`config.mk`:
```
export PLATFORM = sky130hd
export DESIGN_NAME = bin_bcd_seq
export DESIGN_NICKNAME = d
export VERILOG_FILES = /design/src/rtl/bin_bcd_seq.sv
export SDC_FILE = /design/constraint.sdc
export NUM_CORES = 1
export LEC_CHECK = 0
export ABC_AREA = 1
export BUFFER_PORTS_ARGS = -buffer_cell sky130_fd_sc_hd__buf_2
export CAP_MARGIN = 20
export CORE_MARGIN = 8
export CORE_UTILIZATION = 60
export DETAILED_ROUTE_END_ITERATION = 8
export PLACE_DENSITY_LB_ADDON = 0.3
export SETUP_SLACK_MARGIN = 0.5
export SYNTH_ARGS = -nofsm -noshare
export SYNTH_HDL_FRONTEND = slang
export SYNTH_SLANG_ARGS = --single-unit
```
`constraint.sdc`:
```
create_clock -name clk_50M -period 3.1 [get_ports clk_50M]
set_input_delay 0.155 -clock clk_50M [delete_from_list [all_inputs] [get_ports clk_50M]]
set_output_delay 0.155 -clock clk_50M [all_outputs]
set_load 0.03 [all_outputs]
```
`src/rtl/bin_bcd_seq.sv`:
```
// bin_bcd_seq: sequential shift-add-3 binary-to-BCD converter with start/done handshake
// Ports:
//   clk_50M, rst_n : system clock (rising edge), asynchronous active-low reset
//   start, bin     : conversion request (sampled only in IDLE), value captured on accept
//   busy, done     : conversion in progress, one-cycle pulse when bcd/ovf update
//   bcd, ovf       : held result (digit 0 = ones), overflow flag (bcd saturated to all 9s)
module bin_bcd_seq #(
  parameter int WIDTH  = 8,
  parameter int DIGITS = 3
) (
  input  logic                clk_50M,
  input  logic                rst_n,
  input  logic                start,
  input  logic [WIDTH-1:0]    bin,
  output logic                busy,
  output logic                done,
  output logic [4*DIGITS-1:0] bcd,
  output logic                ovf
);
  localparam int BW = 4 * DIGITS;
  localparam int CW = WIDTH > 1 ? $clog2(WIDTH) : 1;
  localparam logic [CW-1:0] LAST = CW'(WIDTH - 1);
  typedef enum logic {IDLE, SHIFT} state_t;
  state_t          state_q;
  logic [WIDTH-1:0] sr_q, sr_d;
  logic [BW-1:0]    dig_q, adj, dig_d, bcd_q;
  logic [CW-1:0]    cnt_q;
  logic             sticky_q, sticky_d, busy_q, done_q, ovf_q;
  // One double-dabble iteration: correct every digit, then shift the next bit in.
  // A bit leaving the top digit means the value cannot fit in DIGITS digits.
  always_comb begin
    adj = dig_q;
    for (int i = 0; i < DIGITS; i++)
      adj[4*i +: 4] = dig_q[4*i +: 4] >= 4'd5 ? dig_q[4*i +: 4] + 4'd3 : dig_q[4*i +: 4];
    dig_d    = {adj[BW-2:0], sr_q[WIDTH-1]};
    sr_d     = sr_q << 1;
    sticky_d = sticky_q | adj[BW-1];
  end
  always_ff @(posedge clk_50M or negedge rst_n) begin
    if (!rst_n) begin
      state_q  <= IDLE;
      sr_q     <= '0;
      dig_q    <= '0;
      cnt_q    <= '0;
      sticky_q <= 1'b0;
      busy_q   <= 1'b0;
      done_q   <= 1'b0;
      bcd_q    <= '0;
      ovf_q    <= 1'b0;
    end else begin
      done_q <= 1'b0;
      if (state_q == IDLE) begin
        if (start) begin
          sr_q     <= bin;
          dig_q    <= '0;
          sticky_q <= 1'b0;
          cnt_q    <= '0;
          busy_q   <= 1'b1;
          state_q  <= SHIFT;
        end
      end else begin
        sr_q     <= sr_d;
        dig_q    <= dig_d;
        sticky_q <= sticky_d;
        cnt_q    <= cnt_q + 1'b1;
        if (cnt_q == LAST) begin
          bcd_q   <= sticky_d ? {DIGITS{4'h9}} : dig_d;
          ovf_q   <= sticky_d;
          done_q  <= 1'b1;
          busy_q  <= 1'b0;
          state_q <= IDLE;
        end
      end
    end
  end
  assign busy = busy_q;
  assign done = done_q;
  assign bcd  = bcd_q;
  assign ovf  = ovf_q;
endmodule

```
==> Implementation_results.wiki <==
{| class="wikitable"
! Metric !! Value
|-
| ANT cells || 0
|-
| Fraction of power consumed by combinational cells || 0.472
|-
| YS warnings || 0
|-
| Type of the setup path with the least slack || reg -> reg
|-
| Switching portion of total power || 0.459
|-
| Number of DRC markers after the initial detailed-route iteration || ~240
|-
| Clock slew seen by the registers of the worst setup and hold paths || ~130 ps
|-
| Flip-flop cell with the highest count after synthesis || dfrtp_1
|-
| Crit. End Element || register
|-
| Die width || 73.2 um
|-
| Area of the die || 0.00536 mm^2
|-
| Critical path data required time || ~3400 ps
|-
| Number of flip-flops and latches in the synthesized netlist || 40
|-
| Grt ovf || 0
|-
| Setup crit start kind || register
|-
| Vias || between 1500 and 2000
|-
| Vias in the first global route || between 1500 and 2000
|-
| Total negative slack for setup checks || 0 ps
|-
| Outcome || complete, no violations
|-
| Post-cts gate resize count || 0
|-
| Core area || between 0.003 and 0.004 mm^2
|-
| Clk Latency, worst-skew pair || 360 ps
|-
| Average routed wire per standard cell || ~13 um
|-
| Leakage power summed over all cells || around 1.2 nW
|-
| Clock network fraction of total power || 0.152
|-
| Net count after synthesis || 266
|-
| Buffer count from post-CTS setup fixing || 0
|-
| Final slew viol count || 0
|-
| Sequential cell area || 0.00100 mm^2
|-
| Max Cap Viol || 0
|-
| Ratio of final minimum period to clock period || 0.662
|-
| Portion of the post-synthesis area used by sequential elements || 0.509
|-
| Clock Root Buffer || clkbuf_4
|-
| Sequential power share || 0.376
|-
| Met2 demand-to-capacity share in global routing || 0.266
|-
| Netlist area before placement || ~0.0020 mm^2
|-
| Dominant combinational cell family by area after synthesis || simple AND/OR/NAND/NOR gates
|-
| First-pass GRT wire length || 7.14 mm
|-
| Peak fanout along the critical path || 24
|-
| DRC viols || 0
|-
| Most Used Layer, Global Route || met2
|-
| Clock Sinks || 40
|-
| Finished Cell Area || between 0.002 and 0.0025 mm^2
|-
| Multiplexer share of the synthesized area || 0
|-
| Fraction of final layout cells with drive strength greater than 1 || 0.146
|-
| Number of detailed-route iterations in the first pass || 4
|-
| Synth area leaders || dfrtp_1 (51%), nand2_1 (16%), nand3_1 (5.6%)
|-
| Unique cell type count in the Yosys netlist || 24
|-
| Worst slew margin || 0.422
|-
| Net Sw Power || between 1 and 1.5 mW
|-
| Pwr dens || roughly 1100 mW/mm^2
|-
| Basic-gate share of the synthesized area counting and, or, nand and nor cells || 0.284
|-
| Antenna violations before repair || 0
|-
| Complex-gate fraction of the synthesized area || 0.0808
|-
| Mean post-synth cell area || about 8 um^2
|-
| Cell repeated most along the worst path || nor2_1
|-
| Setup slack at placement || 1100 ps
|-
| Worst voltage drop across the vdd grid || a little over 0.0006 V
|-
| Largest net degree at the start of global routing || 41
|-
| Synth Area in XOR/XNOR || 0
|-
| Setup repair after global routing missed its margin || no
|-
| Finish-stage setup viols || 0
|-
| Number of clock buffers inserted by TritonCTS || 5
|-
| Global routing usage summed across all routing layers || 0.170
|-
| Nets || 298
|-
| Area of the multi-input gates || 817 um^2
|-
| Num rows || 20
|-
| Post-synth EDFFs || 0
|-
| Clock tree from TritonCTS || built
|-
| Starting Density || 0.639
|-
| Post-DP HPWL || 2.86 mm
|-
| Worst hold margin || 8.09 ps
|-
| Met1 track demand over resource in global routing || 0.208
|-
| Crit path time final || about 2100 ps
|-
| Worst stage delay on the critical path || between 800 and 900 ps
|-
| Worst slew pin tran || just under 900 ps
|-
| Fin cells || ~320
|-
| Maximum clock rate || ~0.49 GHz
|-
| Share of the synthesized area in the top cell type || 0.509
|-
| Skew final || 16.5 ps
|-
| Cell-by-cell listing of the critical path || nand2_1 > inv_2 > nand3_1 > nor2_1 > nor2_1
|-
| Fillers || between 200 and 250
|-
| Maximum clock insertion buffer count || 2
|-
| Slowest-stage cell, CP || dfrtp_1
|-
| Power Internal || roughly 1.3 mW
|-
| Top cell types by occurrence after synthesis || nand2_1 (85), dfrtp_1 (40), inv_1 (29)
|-
| Die extent in y || around 73 um
|-
| Gp weighted congestion || approximately 0.8
|-
| Met3 usage in global routing || 0.0495
|-
| Antenna Violating Nets Remaining || 0
|-
| Share of synthesized cell area in full adder, half adder and majority cells || 0.0509
|-
| Worst-case setup margin in the final layout || between 1000 and 1500 ps
|-
| Cell type contributing the most total cell area after synthesis || dfrtp_1
|-
| Final wirelength || between 4 and 5 mm
|-
| Hold Crit Class || in -> reg
|-
| Post-detailed-placement cell area || roughly 0.0021 mm^2
|-
| Placed Instances || 311
|-
| Layout Area Growth over Synthesis || 15.1%
|-
| Count of final hold-check violations || 0
|-
| Async set or reset register ratio after synthesis || 1.00
|-
| CTS H-tree depth || 2
|-
| Worst EP arrival || approximately 2300 ps
|-
| I/O pin count || 26
|-
| Most common cell in the netlist || nand2_1
|-
| Ratio of routed vias to standard cells || just over 5
|-
| Number of buffers inserted by port buffering || 25
|-
| Number of instances in the synthesized netlist || roughly 250
|}
==> worst paths after layout <==
path | startpoint | end | slack, ps | cells past startpoint
max | state_q | bcd[8] | 1050 | 5
min | bin[2] | sr_q[2] | 8 | 3
max reg2reg | state_q | bcd[8] | 1050 | 5
min reg2reg | ovf | ovf | 500 | 2
max in group asynchronous | rst_n | cnt_q[1] | 2120 | 2
min in group asynchronous | rst_n | dig_q[1] | 440 | 2
==> worst max-delay path: cells and delay by family (launching register included) <==
kind	cells	cell delay, ps
buffers and inverters	1	370
flip-flops	1	850
AND/OR/NAND/NOR	4	750
==> flip-flops by register name, summed over array words and instances, names as in the netlist <==
| register | cells |
|---|---|
| dig_q | 12 |
| state_q | 1 |
| done | 1 |
| busy | 1 |
| cnt_q | 3 |
| bcd | 12 |
| ovf | 1 |
| sticky_q | 1 |
| sr_q | 8 |
==> layout make-up <==
class / instances / share of cell area
clock buffers: 6 / 0.0227
multi-input cells: 170 / 0.361
repair buffers: 31 / 0.0808
inverters: 31 / 0.0514
flip-flops and latches: 40 / 0.442
well taps: 44 / 0.0243
clock inverters: 2 / 0.0171
==> per-layer routing <==
| metal | vias up | share of wire |
|---|---|---|
| met1 | 729 | 0.44 |
| met2 | 48 | 0.47 |
| met3 | 11 | 0.070 |
| met4 | 0 | 0.023 |
| li1 | 843 | - |
| met5 | - | 0 |
==> repair_timing <==
item	in CTS	in global routing
endpoints found under the hold margin	44	0
endpoints found under the setup margin	0	0
hold buffers	5	0
==> metrics by stage <==
step / power (mW) / util
3_5_place_dp: 2.07 / 0.689
5_1_grt: 2.68 / 0.735
3_3_place_gp: 2.04 / 0.689
4_1_cts: 2.46 / 0.735
6_report: 2.46 / 0.735
2_1_floorplan: 1.78 / -
==> cells by family after synthesis <==
family / Yosys count
buffers and inverters: 37
adders and majority gates: 8
and+or+nand+nor: 134
DFF: 40
AOI/OAI and AO/OA: 28
==> cell usage in the layout, fill, tap and decap left out <==
master,Yosys,final
a22oi_1,1,1
clkinv_4,0,1
buf_4,1,1
clkbuf_8,0,1
o21ai_0,17,17
dlygate4sd3_1,0,5
clkbuf_4,0,5
dfrtp_1,40,40
a21oi_1,3,3
inv_2,1,1
nor2_2,1,1
clkinv_1,1,1
or2_2,3,3
a21boi_0,2,2
inv_1,29,29
nor2_1,18,18
nor2_4,1,1
buf_2,4,25
o211ai_1,1,1
ha_1,8,8
a22o_1,2,2
nand3_1,22,22
nand2_2,1,1
nand4_1,3,3
nand2_1,85,85
bufinv_16,0,1
o22ai_1,1,1
o21ai_1,1,1
==> power groups by stage <==
stage	registers, mW	clock network [mW]	logic [mW]
global placement	0.925	0	1.12
finish	0.925	0.373	1.16
CTS	0.925	0.375	1.16
floorplan	1.01	0	0.772
detailed placement	0.932	0	1.14
global route	0.955	0.397	1.32
No activity file was read; power rests on OpenSTA's default activity.
